==> src/rtl/rom_load_arbiter.sv <==
// rom_load_arbiter
//   Shares the single ROM-loader port between two load sources
//   (req 0 = boot-flash streamer, req 1 = debug host). Round-robin grants a
//   whole session at a time, pulses rom_loader_reset at session start,
//   counts committed words and holds the CPU in reset until a session
//   drains cleanly.
// Ports
//   clk, reset                 clock, synchronous active-high reset
//   req0/1, load0/1, data0/1   per-source session request, word valid, word
//   grant0/1                   current session owner (one-hot or zero)
//   load_received0/1, ack0/1   loader pulses routed to the owner only
//   rom_loader_reset           1-cycle pulse during START
//   rom_loader_load/data       owner's load/data forwarded while in LOAD
//   rom_loader_ack             loader word-committed pulse
//   rom_loader_load_received   loader word-captured pulse
//   cpu_reset                  hold CPU in reset
//   busy                       session in progress
//   word_count                 acks seen in current/last session (saturating)
//   timeout_err                sticky: last session ended by drain timeout
module rom_load_arbiter #(
    parameter int unsigned DATA_WIDTH     = 16,
    parameter int unsigned COUNT_WIDTH    = 16,
    parameter int unsigned TIMEOUT_CYCLES = 1024
) (
    input  logic                   clk,
    input  logic                   reset,
    input  logic                   req0,
    input  logic                   req1,
    input  logic                   load0,
    input  logic                   load1,
    input  logic [DATA_WIDTH-1:0]  data0,
    input  logic [DATA_WIDTH-1:0]  data1,
    output logic                   grant0,
    output logic                   grant1,
    output logic                   load_received0,
    output logic                   load_received1,
    output logic                   ack0,
    output logic                   ack1,
    output logic                   rom_loader_reset,
    output logic                   rom_loader_load,
    output logic [DATA_WIDTH-1:0]  rom_loader_data,
    input  logic                   rom_loader_ack,
    input  logic                   rom_loader_load_received,
    output logic                   cpu_reset,
    output logic                   busy,
    output logic [COUNT_WIDTH-1:0] word_count,
    output logic                   timeout_err
);

    localparam int unsigned TIMER_WIDTH = $clog2(TIMEOUT_CYCLES);
    localparam logic [TIMER_WIDTH-1:0] TIMER_LAST = TIMER_WIDTH'(TIMEOUT_CYCLES - 1);

    typedef enum logic [2:0] {
        S_IDLE,
        S_START,
        S_LOAD,
        S_DRAIN,
        S_DONE
    } state_t;

    state_t                 state;
    state_t                 state_next;
    logic                   owner;
    logic                   last_owner;
    logic                   outstanding;
    logic [TIMER_WIDTH-1:0] timer;

    logic active;
    logic owner_req;
    logic owner_load;
    logic lr_pulse;
    logic ack_pulse;
    logic drain_needed;
    logic timed_out;
    logic winner;

    // Loader pulses are only meaningful while a session is moving words.
    assign active     = (state == S_LOAD) || (state == S_DRAIN);
    assign owner_req  = owner ? req1  : req0;
    assign owner_load = owner ? load1 : load0;
    assign lr_pulse   = rom_loader_load_received & active;
    assign ack_pulse  = rom_loader_ack & active;

    // A word captured this cycle, or one still uncommitted, must be drained.
    assign drain_needed = lr_pulse | (outstanding & ~ack_pulse);
    assign timed_out    = (state == S_DRAIN) && !ack_pulse && (timer == TIMER_LAST);

    // Single request wins outright; on a tie the source not served last wins.
    assign winner = (req0 & req1) ? ~last_owner : req1;

    assign load_received0 = rom_loader_load_received & grant0 & active;
    assign load_received1 = rom_loader_load_received & grant1 & active;
    assign ack0           = rom_loader_ack & grant0 & active;
    assign ack1           = rom_loader_ack & grant1 & active;

    // Forwarding stops the cycle the owner drops its request.
    assign rom_loader_load = (state == S_LOAD) & owner_req & owner_load;
    assign rom_loader_data = (state == S_LOAD) ? (owner ? data1 : data0) : '0;

    assign busy = (state != S_IDLE);

    always_ff @(posedge clk) begin
        if (reset) begin
            state <= S_IDLE;
        end else begin
            state <= state_next;
        end
    end

    always_comb begin
        state_next = state;
        case (state)
            S_IDLE: begin
                if (req0 | req1) begin
                    state_next = S_START;
                end
            end
            S_START: begin
                state_next = S_LOAD;
            end
            S_LOAD: begin
                if (!owner_req) begin
                    state_next = drain_needed ? S_DRAIN : S_DONE;
                end
            end
            S_DRAIN: begin
                if (ack_pulse || timed_out) begin
                    state_next = S_DONE;
                end
            end
            S_DONE: begin
                state_next = S_IDLE;
            end
            default: begin
                state_next = S_IDLE;
            end
        endcase
    end

    always_ff @(posedge clk) begin
        if (reset) begin
            owner            <= 1'b0;
            last_owner       <= 1'b1;
            grant0           <= 1'b0;
            grant1           <= 1'b0;
            rom_loader_reset <= 1'b0;
            cpu_reset        <= 1'b1;
            word_count       <= '0;
            timeout_err      <= 1'b0;
            outstanding      <= 1'b0;
            timer            <= '0;
        end else begin
            rom_loader_reset <= 1'b0;
            case (state)
                S_IDLE: begin
                    if (req0 | req1) begin
                        owner            <= winner;
                        grant0           <= ~winner;
                        grant1           <= winner;
                        rom_loader_reset <= 1'b1;
                    end
                end
                S_START: begin
                    cpu_reset   <= 1'b1;
                    word_count  <= '0;
                    timeout_err <= 1'b0;
                    outstanding <= 1'b0;
                end
                S_LOAD, S_DRAIN: begin
                    outstanding <= lr_pulse | (outstanding & ~ack_pulse);
                    if (ack_pulse && (word_count != '1)) begin
                        word_count <= word_count + COUNT_WIDTH'(1);
                    end
                    if (state == S_LOAD) begin
                        timer <= '0;
                    end else begin
                        timer <= timer + TIMER_WIDTH'(1);
                    end
                    if (timed_out) begin
                        timeout_err <= 1'b1;
                    end
                end
                S_DONE: begin
                    grant0     <= 1'b0;
                    grant1     <= 1'b0;
                    last_owner <= owner;
                    cpu_reset  <= timeout_err;
                end
                default: begin
                end
            endcase
        end
    end

endmodule

==> config.mk <==
export PLATFORM = sky130hd
export DESIGN_NAME = rom_load_arbiter
export DESIGN_NICKNAME = d
export VERILOG_FILES = /design/src/rtl/rom_load_arbiter.sv
export SDC_FILE = /design/constraint.sdc
export NUM_CORES = 1
export LEC_CHECK = 0
export ABC_AREA = 1
export BUFFER_PORTS_ARGS = -buffer_cell sky130_fd_sc_hd__buf_4
export CAP_MARGIN = 20
export CORE_ASPECT_RATIO = 1.2
export CORE_UTILIZATION = 35
export CTS_BUF_LIST = sky130_fd_sc_hd__clkbuf_8
export CTS_CLUSTER_DIAMETER = 30
export DETAILED_ROUTE_END_ITERATION = 10
export GPL_TIMING_DRIVEN = 0
export SYNTH_ARGS = -nofsm -noshare
export SYNTH_HDL_FRONTEND = slang
export SYNTH_SLANG_ARGS = --single-unit
export TNS_END_PERCENT = 50
==> constraint.sdc <==
create_clock -name clk -period 2.2 [get_ports clk]
set_input_delay 0.11 -clock clk [delete_from_list [all_inputs] [get_ports clk]]
set_output_delay 0.11 -clock clk [all_outputs]
set_load 0.01 [all_outputs]
==> results of run 1 <==
## power by group
group          leakage [nW]  total, mW  switching (mW)  internal, mW
registers             0.299      0.762          0.0422         0.719
clock network        0.0491      0.467           0.251         0.215
logic                 0.918      0.919           0.576         0.343
total                  1.27       2.15           0.870          1.28
## logic make-up (layout without fill, tap and decap cells)
| family | count (synthesis) | count (layout) | share of synthesized area |
|---|---|---|---|
| and+or+nand+nor | 210 | 210 | 0.404 |
| DFF | 37 | 37 | 0.338 |
| buffers and inverters | 38 | 128 | 0.0748 |
| adders and majority gates | 2 | 2 | 0.0114 |
| AOI/OAI and AO/OA | 62 | 62 | 0.155 |
| xor gates and xnor gates | 4 | 4 | 0.0160 |
## worst min-delay path by stage
stage | depth (start not counted) | start | slack, ns | to
after floorplan | 1 | reset | 0.19 | timer[0]
after global placement | 2 | reset | 0.32 | timer[0]
after detailed placement | 2 | reset | 0.33 | timer[0]
after CTS | 2 | reset | 0.01 | timer[0]
after global routing | 2 | reset | 0.01 | timer[0]
final | 2 | reset | 0.02 | timer[0]
## cells in the mapped netlist, drive strengths merged
master | number | area [sq um]
a31oi | 2 | 12.5
inv | 25 | 93.8
a221oi | 1 | 8.76
o21ai | 9 | 45.0
dfxtp | 37 | 741
nand2 | 120 | 473
clkbuf | 7 | 26.3
clkinv | 3 | 16.3
a211oi | 2 | 15.0
o21bai | 1 | 18.8
a21o | 1 | 7.51
nand4 | 3 | 18.8
nor2 | 47 | 194
o211ai | 1 | 7.51
xor2 | 3 | 26.3
nor3 | 2 | 10.0
buf | 3 | 27.5
nand3 | 38 | 190
a21oi | 45 | 225
xnor2 | 1 | 8.76
ha | 2 | 25.0
## through the flow
step,std cells,power (mW),cell area [sq um],worst slack (ns)
2_1_floorplan,353,1.35,2190,0.494
3_3_place_gp,517,1.70,2910,0.315
3_5_place_dp,517,1.71,2910,0.297
4_1_cts,525,2.17,2990,0.0279
5_1_grt,525,2.32,2990,0.0440
6_report,525,2.15,2990,0.244
## per-layer routing
layer	global-route usage	vias to the layer above
li1	-	1327
met1	0.232	1149
met2	0.379	95
met3	0.0387	10
met4	0.0789	0
met5	0	-
## registers in the layout, indices dropped and copies added (netlist names)
name and cells:
cpu_reset 1, owner 1, outstanding 1, grant1 1
last_owner 1, timeout_err 1, state 3, rom_loader_reset 1
word_count 16, grant0 1, timer 10
## critical path, cell delays in order, from the launching register on
cell	delay, ns
dfxtp_1	0.42
nand2_4	0.15
nor2_1	0.29
inv_2	0.14
clkbuf_1	0.23
a21oi_1	0.18
buf_4	0.14
## layout make-up
cell class              count  share of cell area
inverters                  28              0.0368
clock buffers               5              0.0230
flip-flops and latches     37               0.248
multi-input cells         278               0.430
well taps                  82              0.0343
repair buffers             82               0.206
plain buffers              10              0.0180
clock inverters             3             0.00460
==> Flow_metrics.wiki, run 1 <==
{| class="wikitable"
! Metric !! Value
|-
| Run status || finished, final reports clean
|-
| Share of the yosys chip area belonging to registers || 0.338
|-
| Register clock-pin slew on the reported worst setup and hold paths || 0.07 ns
|-
| Capture point of the critical path || rom_loader_data[10]
|-
| I/O pin cnt || 83
|-
| Setup violations, final || 0
|-
| Critical path data arrival time || 1.85 ns
|-
| Rel. slew slack || 0.607
|-
| Length of routed met3 wiring || 367 um
|-
| Syn avg cell area || 6.21 sq um
|-
| Number of H-tree levels || 2
|-
| Number of global-route vias before repair || 2422
|-
| Final hold slack || 0.0173 ns
|-
| Mean routed wirelength per cell || 11.8 um
|-
| Largest vdd supply drop || 0.296 mV
|-
| Most used cells in the layout excluding fill and tap cells || 115 x nand2_1, 82 x buf_4, 45 x a21oi_1
|-
| Crit share post-route || 0.889
|-
| Crit path from || state[1]
|-
| Clock tree root buffer cell || clkbuf_8
|-
| Met2 WL || 3.10 mm
|-
| Type of origin of the critical path || register
|-
| Area growth from synthesis to layout || 36.6%
|-
| TritonCTS Buffers || 5
|-
| Gate Count Post-Synth || 353
|-
| CTS tree || done
|-
| Die X || 74.2 um
|-
| Antenna fix cells || 0
|-
| Max-capacitance violation count || 0
|-
| Global placement routability congestion || 0.820
|-
| Core area || 0.00605 sq mm
|-
| Ratio of routed vias to standard cells || 4.92
|-
| Number of nets with antenna violations after routing || 0
|-
| Starting DRC count in detailed routing || 72
|-
| Count of buffers added by post-CTS timing repair for setup || 0
|-
| Global-route congestion overflow total || 0
|-
| Global-route wire length before repair || 10.5 mm
|-
| Number of gates resized after CTS || 0
|-
| Worst Tran Pin Value || 0.587 ns
|-
| Setup repair after global routing missed its margin || no
|-
| Number of hold violations in the final report || 0
|-
| First drt pass iteration count || 4
|-
| Sequential cell area || 741 sq um
|-
| Final-stage net count || 484
|-
| Die boundary height || 88.7 um
|-
| Worst-case clock skew || 0.00385 ns
|-
| Synthesized net count || 395
|-
| DRC Markers || 0
|-
| Kind of critical path || reg2out
|-
| Count of vias placed by the detailed router || 2581
|-
| Type of element capturing the critical path || primary output
|-
| Critical path data required time || 2.09 ns
|-
| Pin count of the biggest net entering global routing || 12
|-
| Met1 layer wirelength in the final routing || 2.61 mm
|-
| Number of pins with negative max-slew slack in the final report || 0
|-
| Number of flip-flops and latches in the synthesized netlist || 37
|-
| DPL Wire Length || 4.86 mm
|-
| Std cell rows || 31
|-
| Post-Route Utilization || 0.494
|-
| Yosys Warn Count || 0
|-
| Static Leakage || 1.27 nW
|-
| Reg2Reg Depth || 9
|-
| Worst-path fanout max || 10
|-
| Proportion of layout cells with a drive suffix above 1 || 0.235
|-
| Worst R2R Start || word_count[0]
|-
| Most common library cell in the layout ignoring fill and taps || nand2_1
|-
| Fillcell total || 680
|-
| Reg2Reg Setup Slack || 0.29 ns
|-
| Multi-input gate area || 0.00129 sq mm
|-
| Total negative slack for setup checks || 0 ns
|-
| Area of the die || 0.00658 sq mm
|-
| Uppermost routed layer || met4
|-
| Sinks on the clock net || 37
|-
| Count of hold buffers inserted by post-cts repair || 0
|-
| Type of the tightest min-delay check || in2reg
|-
| Cell variety after synth || 28
|-
| Max Root-Sink Buffers || 2
|-
| Source-to-sink clock delay at the later pin of the worst-skew pair || 0.29 ns
|-
| Effective utilization at floorplan || 0.362
|-
| Cell area after technology mapping || 0.00219 sq mm
|-
| Aggregate routed wire length || 6.19 mm
|-
| Total global-route track usage || 0.206
|-
| Cell area power density || 718 mW/mm^2
|-
| Worst R2R End || word_count[12]
|-
| Achievable clock frequency || 511 MHz
|-
| Count of buffers from port buffering || 82
|-
| Final period demand of the worst path || 1.96 ns
|-
| Number of antenna violations at the first check in global routing || 0
|}
(Power assumes the default switching activity.)
==> run 2: changes to the inputs <==
--- a/config.mk
+++ b/config.mk
@@ -14,6 +14,7 @@
 export CTS_CLUSTER_DIAMETER = 30
 export DETAILED_ROUTE_END_ITERATION = 10
 export GPL_TIMING_DRIVEN = 0
+export MAX_ROUTING_LAYER = met4
 export SYNTH_ARGS = -nofsm -noshare
 export SYNTH_HDL_FRONTEND = slang
 export SYNTH_SLANG_ARGS = --single-unit
==> run 2 against run 1 <==
- total power is essentially flat
- clock-buffer cell count is the same
- clock skew grew 0.00055 ns
- largest cell class unchanged
- critical endpoint unchanged
- via count grew 0.27%
- largest power group unchanged
==> Flow_metrics.wiki, run 2 (synthesis gave the netlist of run 1 again) <==
{| class="wikitable"
! Metric !! Value
|-
| Type of the tightest min-delay check || in2reg (unchanged)
|-
| Most common library cell in the layout ignoring fill and taps || nand2_1 (unchanged)
|-
| Hold Path End || timer[0] (unchanged)
|-
| Int Pwr || 1.28 mW (about the same)
|-
| Reg2Reg Depth || 9 (unchanged)
|-
| Aggregate routed wire length || 6.19 mm (about the same)
|-
| Sinks on the clock net || 37 (unchanged)
|-
| Die X || 74.2 um (unchanged)
|-
| Die boundary height || 88.7 um (unchanged)
|-
| Total global-route track usage || 0.212 (was 0.206)
|-
| Type of element capturing the critical path || primary output (unchanged)
|-
| Registers with the most flip-flops || word_count (16), timer (10), state (3) (unchanged)
|-
| Setup violations, final || 0 (unchanged)
|-
| Combinational power share || 0.428 (about the same)
|-
| Final-stage net count || 484 (unchanged)
|-
| Global-route wire length before repair || 10.5 mm (about the same)
|-
| TritonCTS Buffers || 5 (unchanged)
|-
| Design Power || 2.15 mW (about the same)
|-
| Register clock-pin slew on the reported worst setup and hold paths || 0.07 ns (about the same)
|-
| Type of origin of the critical path || register (unchanged)
|-
| DPL Wire Length || 4.86 mm (unchanged)
|-
| Achievable clock frequency || 511 MHz (about the same)
|-
| Number of antenna violations at the first check in global routing || 0 (unchanged)
|-
| Final period demand of the worst path || 1.96 ns (about the same)
|-
| Worst R2R End || word_count[14] (was word_count[12])
|-
| First drt pass iteration count || 4 (unchanged)
|-
| Fillcell total || 680 (unchanged)
|-
| Critical path data required time || 2.09 ns (about the same)
|-
| Number of cells on the worst hold path || 2 (unchanged)
|-
| Kind of critical path || reg2out (unchanged)
|-
| Count of vias placed by the detailed router || 2588 (was 2581)
|-
| Worst-path fanout max || 10 (unchanged)
|-
| Ratio of routed vias to standard cells || 4.93 (was 4.92)
|-
| Clock Power Share || 0.217 (about the same)
|-
| Source-to-sink clock delay at the later pin of the worst-skew pair || 0.29 ns (about the same)
|-
| Number of global-route vias before repair || 2423 (was 2422)
|-
| Net Sw Frac || 0.405 (about the same)
|-
| Rel. slew slack || 0.608 (was 0.607)
|-
| Number of nets with antenna violations after routing || 0 (unchanged)
|-
| Starting DRC count in detailed routing || 73 (was 72)
|-
| Global placement routability congestion || 0.832 (was 0.820)
|-
| Count of buffers added by post-CTS timing repair for setup || 0 (unchanged)
|-
| Std cell rows || 31 (unchanged)
|-
| Area growth from synthesis to layout || 36.6% (unchanged)
|-
| Effective utilization at floorplan || 0.362 (unchanged)
|-
| Crit share post-route || 0.889 (about the same)
|-
| Setup repair after global routing missed its margin || no (unchanged)
|-
| DRC Markers || 0 (unchanged)
|-
| Run status || finished, final reports clean (unchanged)
|-
| Start point of the worst hold path || reset (unchanged)
|-
| Mean routed wirelength per cell || 11.8 um (about the same)
|-
| Number of hold violations in the final report || 0 (unchanged)
|-
| Static Leakage || 1.27 nW (unchanged)
|-
| Summed area of non-filler cells in the final layout || 0.00299 sq mm (unchanged)
|-
| Clock tree root buffer cell || clkbuf_8 (unchanged)
|-
| Critical path data arrival time || 1.85 ns (about the same)
|-
| Reg2Reg Setup Slack || 0.29 ns (about the same)
|-
| Flip-flop count of the largest register, all copies and words added || 16 (unchanged)
|-
| Placed cell area || 0.00291 sq mm (unchanged)
|-
| Pin count of the biggest net entering global routing || 12 (unchanged)
|-
| Biggest register || word_count (unchanged)
|-
| Area of the die || 0.00658 sq mm (unchanged)
|-
| Most used cells in the layout excluding fill and tap cells || 115 x nand2_1, 82 x buf_4, 45 x a21oi_1 (unchanged)
|-
| Core area || 0.00605 sq mm (unchanged)
|-
| Max Root-Sink Buffers || 2 (unchanged)
|-
| Worst Tran Pin Value || 0.586 ns (was 0.587 ns)
|-
| Net switching power || 0.870 mW (about the same)
|-
| Fraction of power consumed by sequential logic || 0.355 (about the same)
|-
| Cell area power density || 718 mW/mm^2 (about the same)
|-
| Global-route congestion overflow total || 0 (unchanged)
|-
| Number of H-tree levels || 2 (unchanged)
|-
| Max-capacitance violation count || 0 (unchanged)
|-
| I/O pin cnt || 83 (unchanged)
|-
| Proportion of layout cells with a drive suffix above 1 || 0.235 (unchanged)
|-
| CTS tree || done (unchanged)
|-
| Worst R2R Start || word_count[0] (unchanged)
|-
| Largest vdd supply drop || 0.296 mV (about the same)
|-
| Antenna fix cells || 0 (unchanged)
|-
| Worst-case clock skew || 0.00439 ns (was 0.00385 ns)
|-
| Number of pins with negative max-slew slack in the final report || 0 (unchanged)
|-
| Count of buffers from port buffering || 82 (unchanged)
|-
| Total negative slack for setup checks || 0 ns (unchanged)
|}
## run 2: worst max path at each step
| stage | start | end | slack (ns) | cells past startpoint |
|---|---|---|---|---|
| detailed placement | word_count[0] | word_count[4] | 0.30 | 10 |
| global placement | word_count[0] | word_count[3] | 0.32 | 9 |
| finish | state[1] | rom_loader_data[10] | 0.24 | 6 |
| global route | state[1] | rom_loader_data[6] | 0.04 | 6 |
| floorplan | word_count[0] | word_count[4] | 0.49 | 9 |
| CTS | state[1] | rom_loader_data[10] | 0.03 | 6 |
## run 2: final cells by class
type / instances / area [sq um] / share of cell area
multi-input combinational: 278 / 1290 / 0.430
sequential: 37 / 741 / 0.248
timing repair buffer: 82 / 616 / 0.206
inverter: 28 / 110 / 0.0368
tap: 82 / 103 / 0.0343
clock buffer: 5 / 68.8 / 0.0230
buffer: 10 / 53.8 / 0.0180
clock inverter: 3 / 13.8 / 0.00460
## run 2: through the flow
| stage | hold slack [ns] | instances | util | setup slack, ns |
|---|---|---|---|---|
| finish | 0.0174 | 525 | 0.494 | 0.244 |
| global route | 0.0140 | 525 | 0.494 | 0.0440 |
| CTS | 0.0121 | 525 | 0.494 | 0.0279 |
| detailed placement | 0.326 | 517 | 0.481 | 0.297 |
| global placement | 0.321 | 517 | 0.481 | 0.315 |
| floorplan | 0.188 | 353 | - | 0.494 |
## run 2: layer usage
| metal | share of wire | vias up | GRT usage |
|---|---|---|---|
| met2 | 0.50 | 96 | 0.379 |
| met3 | 0.054 | 12 | 0.0342 |
| met1 | 0.43 | 1152 | 0.234 |
| met4 | 0.020 | 0 | 0.0789 |
| met5 | 0 | - | - |
| li1 | - | 1328 | - |
## run 2: power by group through the flow
| stage | registers, mW | clock network, mW | logic (mW) |
|---|---|---|---|
| floorplan | 0.780 | 0 | 0.572 |
| global placement | 0.777 | 0 | 0.924 |
| detailed placement | 0.777 | 0 | 0.929 |
| CTS | 0.762 | 0.480 | 0.932 |
| global route | 0.771 | 0.509 | 1.05 |
| finish | 0.762 | 0.467 | 0.919 |
## run 2: critical path, cell delays in order, from the launching register on
cell	delay, ns
dfxtp_1	0.42
nand2_4	0.15
nor2_1	0.29
inv_2	0.14
clkbuf_1	0.23
a21oi_1	0.18
buf_4	0.14
## run 2: what timing repair did
| action | 4_1_cts | 5_1_grt |
|---|---|---|
| hold buffers | 0 | 0 |
| resized for setup | 0 | 1 |
| hold endpoints to repair | 0 | 0 |
| endpoints found under the setup margin | 0 | 10 |
==> run 3: changes to the inputs <==
--- a/config.mk
+++ b/config.mk
@@ -9,7 +9,7 @@
 export BUFFER_PORTS_ARGS = -buffer_cell sky130_fd_sc_hd__buf_4
 export CAP_MARGIN = 20
 export CORE_ASPECT_RATIO = 1.2
-export CORE_UTILIZATION = 35
+export CORE_UTILIZATION = 30
 export CTS_BUF_LIST = sky130_fd_sc_hd__clkbuf_8
 export CTS_CLUSTER_DIAMETER = 30
 export DETAILED_ROUTE_END_ITERATION = 10
==> run 3 against run 2 <==
- routed wire length decreased by 0.57%
- sequential power about the same
- register-to-register slack about the same
- non-clock buffer count unchanged
- combinational power about the same
- fmax decreased by 1.6%
- highest routed layer unchanged
- clock skew about the same
- critical path type unchanged
- hold slack improved by 0.0031 ns
- via count decreased by 2.4%
- flip-flop and latch count unchanged
- critical endpoint is now rom_loader_data[9]
==> Flow_metrics.wiki, run 3 (synthesis gave the netlist of run 1 again) <==
{| class="wikitable"
! Metric !! Value
|-
| Placed cell area || 0.00292 sq mm (was 0.00291 sq mm)
|-
| Worst-path fanout max || 10 (unchanged)
|-
| Crit share post-route || 0.903 (was 0.889)
|-
| Most used cells in the layout excluding fill and tap cells || 115 x nand2_1, 82 x buf_4, 45 x a21oi_1 (unchanged)
|-
| Worst Tran Pin Value || 0.607 ns (was 0.586 ns)
|-
| Global-route wire length before repair || 10.1 mm (was 10.5 mm)
|-
| Reg2Reg Setup Slack || 0.28 ns (was 0.29 ns)
|-
| Type of element capturing the critical path || primary output (unchanged)
|-
| Aggregate routed wire length || 6.15 mm (was 6.19 mm)
|-
| Summed area of non-filler cells in the final layout || 0.00300 sq mm (was 0.00299 sq mm)
|-
| Max Root-Sink Buffers || 2 (unchanged)
|-
| Final hold slack || 0.0206 ns (was 0.0174 ns)
|-
| Number of H-tree levels || 2 (unchanged)
|-
| Fillcell total || 757 (was 680)
|-
| Worst-case clock skew || 0.00484 ns (was 0.00439 ns)
|-
| Antenna fix cells || 0 (unchanged)
|-
| Starting DRC count in detailed routing || 86 (was 73)
|-
| Area growth from synthesis to layout || 37.0% (was 36.6%)
|-
| Post-Route Utilization || 0.433 (was 0.494)
|-
| Total global-route track usage || 0.173 (was 0.212)
|-
| Critical path data arrival time || 1.88 ns (was 1.85 ns)
|-
| Register clock-pin slew on the reported worst setup and hold paths || 0.07 ns (about the same)
|-
| Effective utilization at floorplan || 0.316 (was 0.362)
|-
| CP Cell Sequence || nand2_4, nor2_1, inv_2, clkbuf_1, a21oi_1, buf_4 (unchanged)
|-
| Number of global-route vias before repair || 2296 (was 2423)
|-
| Core area || 0.00694 sq mm (was 0.00605 sq mm)
|-
| Slack of the critical path || 0.213 ns (was 0.244 ns)
|-
| Setup violations, final || 0 (unchanged)
|-
| Die boundary height || 95.6 um (was 88.7 um)
|-
| Sinks on the clock net || 37 (unchanged)
|-
| Mean routed wirelength per cell || 11.6 um (was 11.8 um)
|-
| Final period demand of the worst path || 1.99 ns (was 1.96 ns)
|-
| Number of hold violations in the final report || 0 (unchanged)
|-
| Count of hold buffers inserted by post-cts repair || 0 (unchanged)
|-
| Critical-path cell with the highest stage delay || dfxtp_1 (unchanged)
|-
| Source-to-sink clock delay at the later pin of the worst-skew pair || 0.29 ns (about the same)
|-
| Kind of critical path || reg2out (unchanged)
|-
| Run status || finished, final reports clean (unchanged)
|-
| TritonCTS Buffers || 5 (unchanged)
|-
| Number of gates resized after CTS || 0 (unchanged)
|-
| Global-route met3 utilization || 0.0230 (was 0.0342)
|-
| Count of buffers added by post-CTS timing repair for setup || 0 (unchanged)
|-
| Area of the die || 0.00765 sq mm (was 0.00658 sq mm)
|-
| Count of buffers from port buffering || 82 (unchanged)
|-
| Setup repair after global routing missed its margin || no (unchanged)
|-
| Critical path data required time || 2.09 ns (about the same)
|-
| Total negative slack for setup checks || 0 ns (unchanged)
|-
| Design Power || 2.16 mW (was 2.15 mW)
|-
| Number of pins with negative max-slew slack in the final report || 0 (unchanged)
|-
| Layer with the highest usage after global routing || met2 (unchanged)
|-
| Number of antenna violations at the first check in global routing || 0 (unchanged)
|-
| Final-stage net count || 484 (unchanged)
|-
| Type of origin of the critical path || register (unchanged)
|-
| Global-route congestion overflow total || 0 (unchanged)
|-
| Rel. slew slack || 0.594 (was 0.608)
|-
| Std cell rows || 33 (was 31)
|-
| DRC Markers || 0 (unchanged)
|-
| Met1 track utilization from global routing || 0.195 (was 0.234)
|-
| Largest vdd supply drop || 0.270 mV (was 0.296 mV)
|-
| DP Worst Slack || 0.306 ns (was 0.297 ns)
|-
| I/O pin cnt || 83 (unchanged)
|-
| First drt pass iteration count || 5 (was 4)
|-
| Type of the tightest min-delay check || in2reg (unchanged)
|-
| Count of vias placed by the detailed router || 2527 (was 2588)
|-
| Biggest register || word_count (unchanged)
|-
| Post-layout instance count excluding filler cells || 529 (was 525)
|-
| Cell area power density || 720 mW/mm^2 (was 718 mW/mm^2)
|-
| DPL Wire Length || 4.74 mm (was 4.86 mm)
|-
| Clock tree root buffer cell || clkbuf_8 (unchanged)
|-
| Registers with the most flip-flops || word_count (16), timer (10), state (3) (unchanged)
|-
| Max-capacitance violation count || 0 (unchanged)
|-
| Flip-flop count of the largest register, all copies and words added || 16 (unchanged)
|-
| Total instance count after detailed placement || 522 (was 517)
|-
| Ratio of routed vias to standard cells || 4.78 (was 4.93)
|-
| Worst stage delay on the critical path || 0.42 ns (about the same)
|-
| Most common library cell in the layout ignoring fill and taps || nand2_1 (unchanged)
|-
| Global placement routability congestion || 0.834 (was 0.832)
|-
| Pin count of the biggest net entering global routing || 11 (was 12)
|-
| CTS tree || done (unchanged)
|-
| Die X || 80.0 um (was 74.2 um)
|-
| Achievable clock frequency || 503 MHz (was 511 MHz)
|-
| Met2 Resource Use GR || 0.315 (was 0.379)
|-
| Number of nets with antenna violations after routing || 0 (unchanged)
|-
| Static Leakage || 1.27 nW (about the same)
|-
| Proportion of layout cells with a drive suffix above 1 || 0.233 (was 0.235)
|}
[run 3: cell count changes in the layout (fill, tap and decap cells not counted), sizes merged]
cell    delta
clkinv     -2
clkbuf     +1
[run 3: cell type report]
cell class	count	area, sq um	share of cell area
clock buffer	6	82.6	0.0275
multi-input combinational	278	1290	0.429
sequential	37	741	0.247
timing repair buffer	82	616	0.205
tap	87	109	0.0363
clock inverter	1	3.75	0.00125
buffer	10	53.8	0.0179
inverter	28	110	0.0367
[run 3: report_power, final]
part           internal, mW  switching (mW)  leakage (nW)
Clock                 0.244           0.233        0.0485
Sequential            0.720          0.0423         0.299
Combinational         0.343           0.579         0.918
Total                  1.31           0.855          1.27
[run 3: final timing paths]
kind	to	cells after the start	from
max	rom_loader_data[9]	6	state[1]
min	timer[0]	2	reset
max reg2reg	word_count[4]	9	word_count[0]
min reg2reg	outstanding	2	outstanding
[run 3: routing by layer]
layer	share of wire	vias up	wire, um
met2	0.49	86	3010
met5	0	-	0
met3	0.050	6	307
met4	0.010	0	64
met1	0.45	1110	2760
li1	-	1325	-
[run 3: critical path, delay by kind of cell (launching register included)]
kind,cells,cell delay (ns)
compound gates,1,0.19
simple gates,2,0.45
flops,1,0.42
buf+inv,3,0.54
